===== config.mk =====
export PLATFORM = sky130hd
export DESIGN_NAME = regfile_wr_arbiter
export DESIGN_NICKNAME = d
export VERILOG_FILES = /design/src/rtl/regfile_wr_arbiter.sv
export SDC_FILE = /design/constraint.sdc
export NUM_CORES = 1
export LEC_CHECK = 0
export CORE_MARGIN = 4
export CORE_UTILIZATION = 45
export CTS_CLUSTER_SIZE = 16
export DETAILED_ROUTE_END_ITERATION = 7
export PLACE_DENSITY_LB_ADDON = 0.25
export SYNTH_ARGS = -nofsm -noshare
export SYNTH_HDL_FRONTEND = slang
export SYNTH_SLANG_ARGS = --single-unit

===== constraint.sdc =====
create_clock -name CLK -period 3.6 [get_ports CLK]
set_input_delay 0.9 -clock CLK [delete_from_list [all_inputs] [get_ports CLK]]
set_output_delay 0.9 -clock CLK [all_outputs]
set_load 0.02 [all_outputs]

===== src/rtl/regfile_wr_arbiter.sv =====
// Round-robin arbiter sharing the register-file write port between two writeback requesters.
// Optional macro RFARB_R0_ZERO_EN: register 0 is hard-wired to zero (accepted writes to it are dropped).
module regfile_wr_arbiter #(
  parameter int DATA_W = 16,
  parameter int ADDR_W = 4,
  parameter int CNT_W  = 8
) (
  input  logic              CLK,
  input  logic              nRST,
  input  logic              stall,
  input  logic              req0_valid,
  input  logic [ADDR_W-1:0] req0_addr,
  input  logic [DATA_W-1:0] req0_data,
  output logic              req0_ready,
  input  logic              req1_valid,
  input  logic [ADDR_W-1:0] req1_addr,
  input  logic [DATA_W-1:0] req1_data,
  output logic              req1_ready,
  output logic              writeEnable,
  output logic [ADDR_W-1:0] writeAddr,
  output logic [DATA_W-1:0] writeData,
  output logic              last_grant,
  output logic [CNT_W-1:0]  conflict_cnt
);

  logic [1:0]        reqValid;
  logic [ADDR_W-1:0] reqAddr [2];
  logic [DATA_W-1:0] reqData [2];

  assign reqValid   = {req1_valid, req0_valid};
  assign reqAddr[0] = req0_addr;
  assign reqAddr[1] = req1_addr;
  assign reqData[0] = req0_data;
  assign reqData[1] = req1_data;

  logic              lastGrantReg, lastGrantNext;
  logic              writeEnableReg, writeEnableNext;
  logic [ADDR_W-1:0] writeAddrReg, writeAddrNext;
  logic [DATA_W-1:0] writeDataReg, writeDataNext;
  logic [CNT_W-1:0]  conflictReg, conflictNext;

  logic [1:0] grant;
  logic       transfer;
  logic       grantIdx;
  logic       bothValid;
  logic       dropWrite;

  assign bothValid = reqValid[0] && reqValid[1];

  // Ready is gated by reset so nothing is accepted while nRST is held low.
  always_comb begin
    grant = 2'b00;
    if (nRST && !stall) begin
      if (bothValid) begin
        grant = lastGrantReg ? 2'b01 : 2'b10;
      end else begin
        grant = reqValid;
      end
    end
  end

  assign req0_ready = grant[0];
  assign req1_ready = grant[1];
  assign transfer   = grant[0] || grant[1];
  assign grantIdx   = grant[1];

`ifdef RFARB_R0_ZERO_EN
  assign dropWrite = (reqAddr[grantIdx] == '0);
`else
  assign dropWrite = 1'b0;
`endif

  always_comb begin
    lastGrantNext   = lastGrantReg;
    writeEnableNext = 1'b0;
    writeAddrNext   = writeAddrReg;
    writeDataNext   = writeDataReg;
    conflictNext    = conflictReg;
    if (transfer) begin
      lastGrantNext = grantIdx;
      if (!dropWrite) begin
        writeEnableNext = 1'b1;
        writeAddrNext   = reqAddr[grantIdx];
        writeDataNext   = reqData[grantIdx];
      end
    end
    if (bothValid && !stall && (conflictReg != {CNT_W{1'b1}})) begin
      conflictNext = conflictReg + CNT_W'(1);
    end
  end

  // Reset value 1 for the pointer lets requester 0 win the first tie.
  always_ff @(posedge CLK or negedge nRST) begin
    if (!nRST) begin
      lastGrantReg   <= 1'b1;
      writeEnableReg <= 1'b0;
      writeAddrReg   <= '0;
      writeDataReg   <= '0;
      conflictReg    <= '0;
    end else begin
      lastGrantReg   <= lastGrantNext;
      writeEnableReg <= writeEnableNext;
      writeAddrReg   <= writeAddrNext;
      writeDataReg   <= writeDataNext;
      conflictReg    <= conflictNext;
    end
  end

  assign writeEnable  = writeEnableReg;
  assign writeAddr    = writeAddrReg;
  assign writeData    = writeDataReg;
  assign last_grant   = lastGrantReg;
  assign conflict_cnt = conflictReg;

endmodule


==> Yosys cells after proc, flatten, opt, wreduce, memory -nomap -nowiden <==
Index checks and enable logic that the tools add are counted.
{ "classes": {"n_addsub": 1, "n_lt_le_gt_ge": 1, "eq_ne": 1, "muxes": 10, "n_bitwise": 1, "n_reduce_logical": 6} }
{ "op_table": {"columns": ["operator", "n"], "rows": [
  ["$mux W16", 3],
  ["$mux W4", 3],
  ["$add A8 B1 Y8 const B", 1],
  ["$ne A8 B8 Y1 const B", 1],
  ["$mux W2", 3],
  ["$logic_and A1 B1 Y1", 4],
  ["$ge A2 B2 Y1 const B", 1],
  ["$not A1 Y2", 1],
  ["$logic_not A1 Y1", 1],
  ["$logic_or A1 B1 Y1", 1],
  ["$mux W1", 1]
]} }
{ "totals": {"register_bits": 30, "input_bits": 45, "output_inout_bits": 32} }

==> Depth between registers and ports, before layout <==
{ "logic_depth": {"word_depth": 7, "mapped_depth": 4, "mapped_depth_nobuf": 4} }

==> Worst setup path before layout <==
OpenSTA, ideal clock, no wires.
{ "synth_timing": {"path_type": "input -> output", "start": "input port nRST", "end": "output port req0_ready", "t_arrival_ps": 1471, "required_ps": 2700, "setup_slack_ps": 1229, "stages": 3, "n_path_buf": 0, "cell_sequence": "nor2b_1 -> nand2_1 -> a21oi_1"} }
{ "synth_via": {"elab_chain_len": 2} }
{ "synth_lines": {"columns": ["element", "line", "rtl"], "rows": [
  ["start: declaration", "9", "input logic nRST,"],
  ["$logic_and A1 B1 Y1", "53", "if (nRST && !stall) begin"],
  ["$mux W2", "53", null],
  ["end: declaration", "14", "output logic req0_ready,"]
]} }
Every way passes these cells.

==> Worst setup path after layout <==
Same ends and word-level chain as after synthesis.

==> metrics.md <==
| Metric | Value |
|---|---|
| TritonCTS Sinks | `30` |
| Worst skew pair latency | `roughly 0.28 ns` |
| Crit path max fanout | `4` |
| Max_cap viols | `0` |
| Area leader, netlist | `dfrtp_1` |
| Clk_skew | `~0.0063 ns` |
| Status | `completed` |
| Worst Hold End | `conflict_cnt[4]` |
| I/O Buffers | `76` |
| RSZ-0062 raised after global routing | `no` |
| Antenna Nets Post-Route | `0` |
| PwrDens | `about 520 mW/mm²` |
| Hold Crit Class | `reg -> reg` |
| Leakage | `roughly 1.1 nW` |
| CP required | `approximately 2.7 ns` |
| Clock transition at path regs | `approximately 0.070 ns` |
| Number of gates resized after CTS | `0` |
| Worst slew pin tran | `around 1.1 ns` |
| DRC | `0` |
| Htree depth | `2` |
| Post-DP HPWL | `~3300 µm` |
| Area of the multi-input gates | `roughly 800 µm²` |
| R2R Path Start | `conflict_cnt[0]` |
| Layout overhead on the synthesized area | `56.6%` |
| Vias per cell | `~5.4` |
| Core Rows | `22` |
| Final hold violations | `0` |
| Min-delay src | `conflict_cnt[4]` |
| Gr ovfl total | `0` |
| Worst hold stages | `1` |
| Initial antenna violation count | `0` |
| Die H | `a little under 70 µm` |
| Syn nets | `210` |
| Syn Area/Cell | `~10 µm²` |
| Yosys reg bits | `30` |
| Crit path DAT | `2.41 ns` |
| Root Buffer | `clkbuf_8` |
| Largest net degree at the start of global routing | `22` |
| CP Capture Type | `output pin` |
| Final Net Count | `~290` |
| Reg area | `roughly 750 µm²` |
| Post-synthesis cell area | `0.00170 mm²` |
| Crit path launch | `nRST` |
| Fill cells | `between 200 and 300` |
| First DRT Iteration DRCs | `86` |
| Postcts setup bufs | `0` |
| Hold-fix buffers, CTS | `0` |
| Worst R2R Path Depth | `4` |
| Antenna cells | `0` |
| Global-route wire length before repair | `7670 µm` |
| Post-synth top area share | `a little over two fifths` |
| Num CTS Buffers | `5` |
| Max Root-Sink Buffers | `2` |
| WL per Instance | `between 15 and 20 µm` |
| Syn Inst Count | `roughly 160` |
| Vias in the first global route | `between 1,500 and 2,000` |
| I/O pins | `77` |
| Synth top area cells | `dfrtp_1 (43%), o311ai_2 (18%), nand3_1 (6.8%)` |
| Predominant post-synthesis flop cell | `dfrtp_1` |
| Max Clock Freq | `0.302 GHz` |
| Crit path launch type | `input port` |
| Layout cells sized above 1 | `around 17%` |
| RePlAce Congestion | `0.773` |
| Core box area | `between 0.003 and 0.004 mm²` |
| Final Power | `0.00139 W` |
| R2r setup slk | `around 2.0 ns` |
| Slew headroom | `between 20% and 30%` |
| Ys async rst share | `100%` |
| Setup_tns | `0 ns` |
| Initial Util | `a little under half` |
| Reg2reg end | `conflict_cnt[1]` |
| Sequential-to-total area share from yosys stat | `44.3%` |
| Post-synth EDFFs | `0` |
| Via count | `around 1,600` |
| Crit Path Category | `in -> out` |
| Fin crit share | `just over 90%` |
| DRT Pass-1 Iters | `4` |
| Max-slew violations | `0` |
| TritonCTS clock tree | `yes` |
| GRT Total Usage | `between 20% and 30%` |
| Die area | `0.00482 mm²` |
| Peak supply drop | `0.371 mV` |
| Cell variety after synth | `33` |
| Die X | `69.4 µm` |
| Detailed Route WL | `4690 µm` |
| Synth warn | `0` |
| # setup viols final | `0` |
| Fin crit period | `3.31 ns` |
==> sequential cells by signal (all words and copies together) (netlist names) <==
register and cells:
last_grant 1, writeData 16, conflict_cnt 8, writeEnable 1, writeAddr 4
==> layout make-up <==
type / count / area share, %
clock buffers: 6 / 3.10
clock inverters: 2 / 2.26
well taps: 48 / 2.26
flip-flops and latches: 30 / 28.3
repair buffers: 84 / 30.8
inverters: 22 / 3.10
multi-input cells: 100 / 30.2
==> worst max-delay path, stage by stage <==
cell	delay [ns]
clkdlybuf4s50_1	0.53
nor2b_1	0.18
nand2_1	0.06
a21oi_1	0.12
clkdlybuf4s50_1	0.61
==> kinds of logic after synthesis <==
group	after synthesis	share of synthesized area (%)
mux	5	3.24
compound gates	48	27.5
buf+inv	34	8.69
simple gates	43	14.1
fa+ha+maj	1	0.736
xor+xnor	3	1.55
flops	30	44.3
==> report_power, final <==
part	internal (W)	switching, W	total [W]
Clock	0.000295	0.000138	0.000433
Sequential	0.000411	0.0000665	0.000478
Combinational	0.000245	0.000238	0.000483
==> worst max-delay path by stage <==
stage / endpoint / slack, ns / depth (start not counted)
final: req0_ready / 0.29 / 5
after global routing: req0_ready / 0.21 / 5
after CTS: req0_ready / 0.28 / 5
after detailed placement: req0_ready / 0.30 / 5
after global placement: req0_ready / 0.30 / 5
after floorplan: req0_ready / 1.23 / 3
==> cells in the mapped netlist (2+ instances only) <==
cell and count:
inv_1 22, mux2_2 2, dfrtp_1 29, clkbuf_1 6
xor2_1 2, nor2_1 2, mux2_1 2, nor3_1 2
buf_2 4, nand2b_1 2, buf_6 2, a21oi_1 2
o21ai_0 22, o311ai_2 19, a211oi_1 2, nand3_1 23
nand2_1 5
==> layer usage <==
layer,part of all wire (%),vias up,wire [µm],GRT usage (%)
met5,0,-,0,0
met1,39,751,1850,23.9
met3,7.6,9,354,6.52
li1,-,751,-,-
met4,1.8,0,85,7.16
met2,51,58,2400,33.9
==> stage by stage <==
step           worst slack [ns]  cell area, µm²  utilization [%]  std cells  hold WS (ns)
6_report                  0.289            2660             72.7        292         0.537
3_3_place_gp              0.301            2520             68.8        284         0.508
2_1_floorplan              1.23            1700                -        164         0.549
3_5_place_dp              0.300            2520             68.8        284         0.524
4_1_cts                   0.285            2660             72.7        292         0.535
5_1_grt                   0.209            2660             72.7        292         0.558
==> placed cells by master, fill, tap and decap left out, types with 2 or more instances in the layout <==
cell and count:
clkdlybuf4s50_1 76, clkbuf_8 6, a21oi_1 2, mux2_2 2, buf_4 8, o311ai_2 19
o21ai_0 21, nand2_1 5, mux2_1 2, inv_1 22, nand3_1 23, a211oi_1 2
nor3_1 2, dfrtp_1 29, bufinv_16 2, nand2b_1 2, nor2_1 2, xor2_1 2
Note: power is estimated with default switching activity, not from simulation.
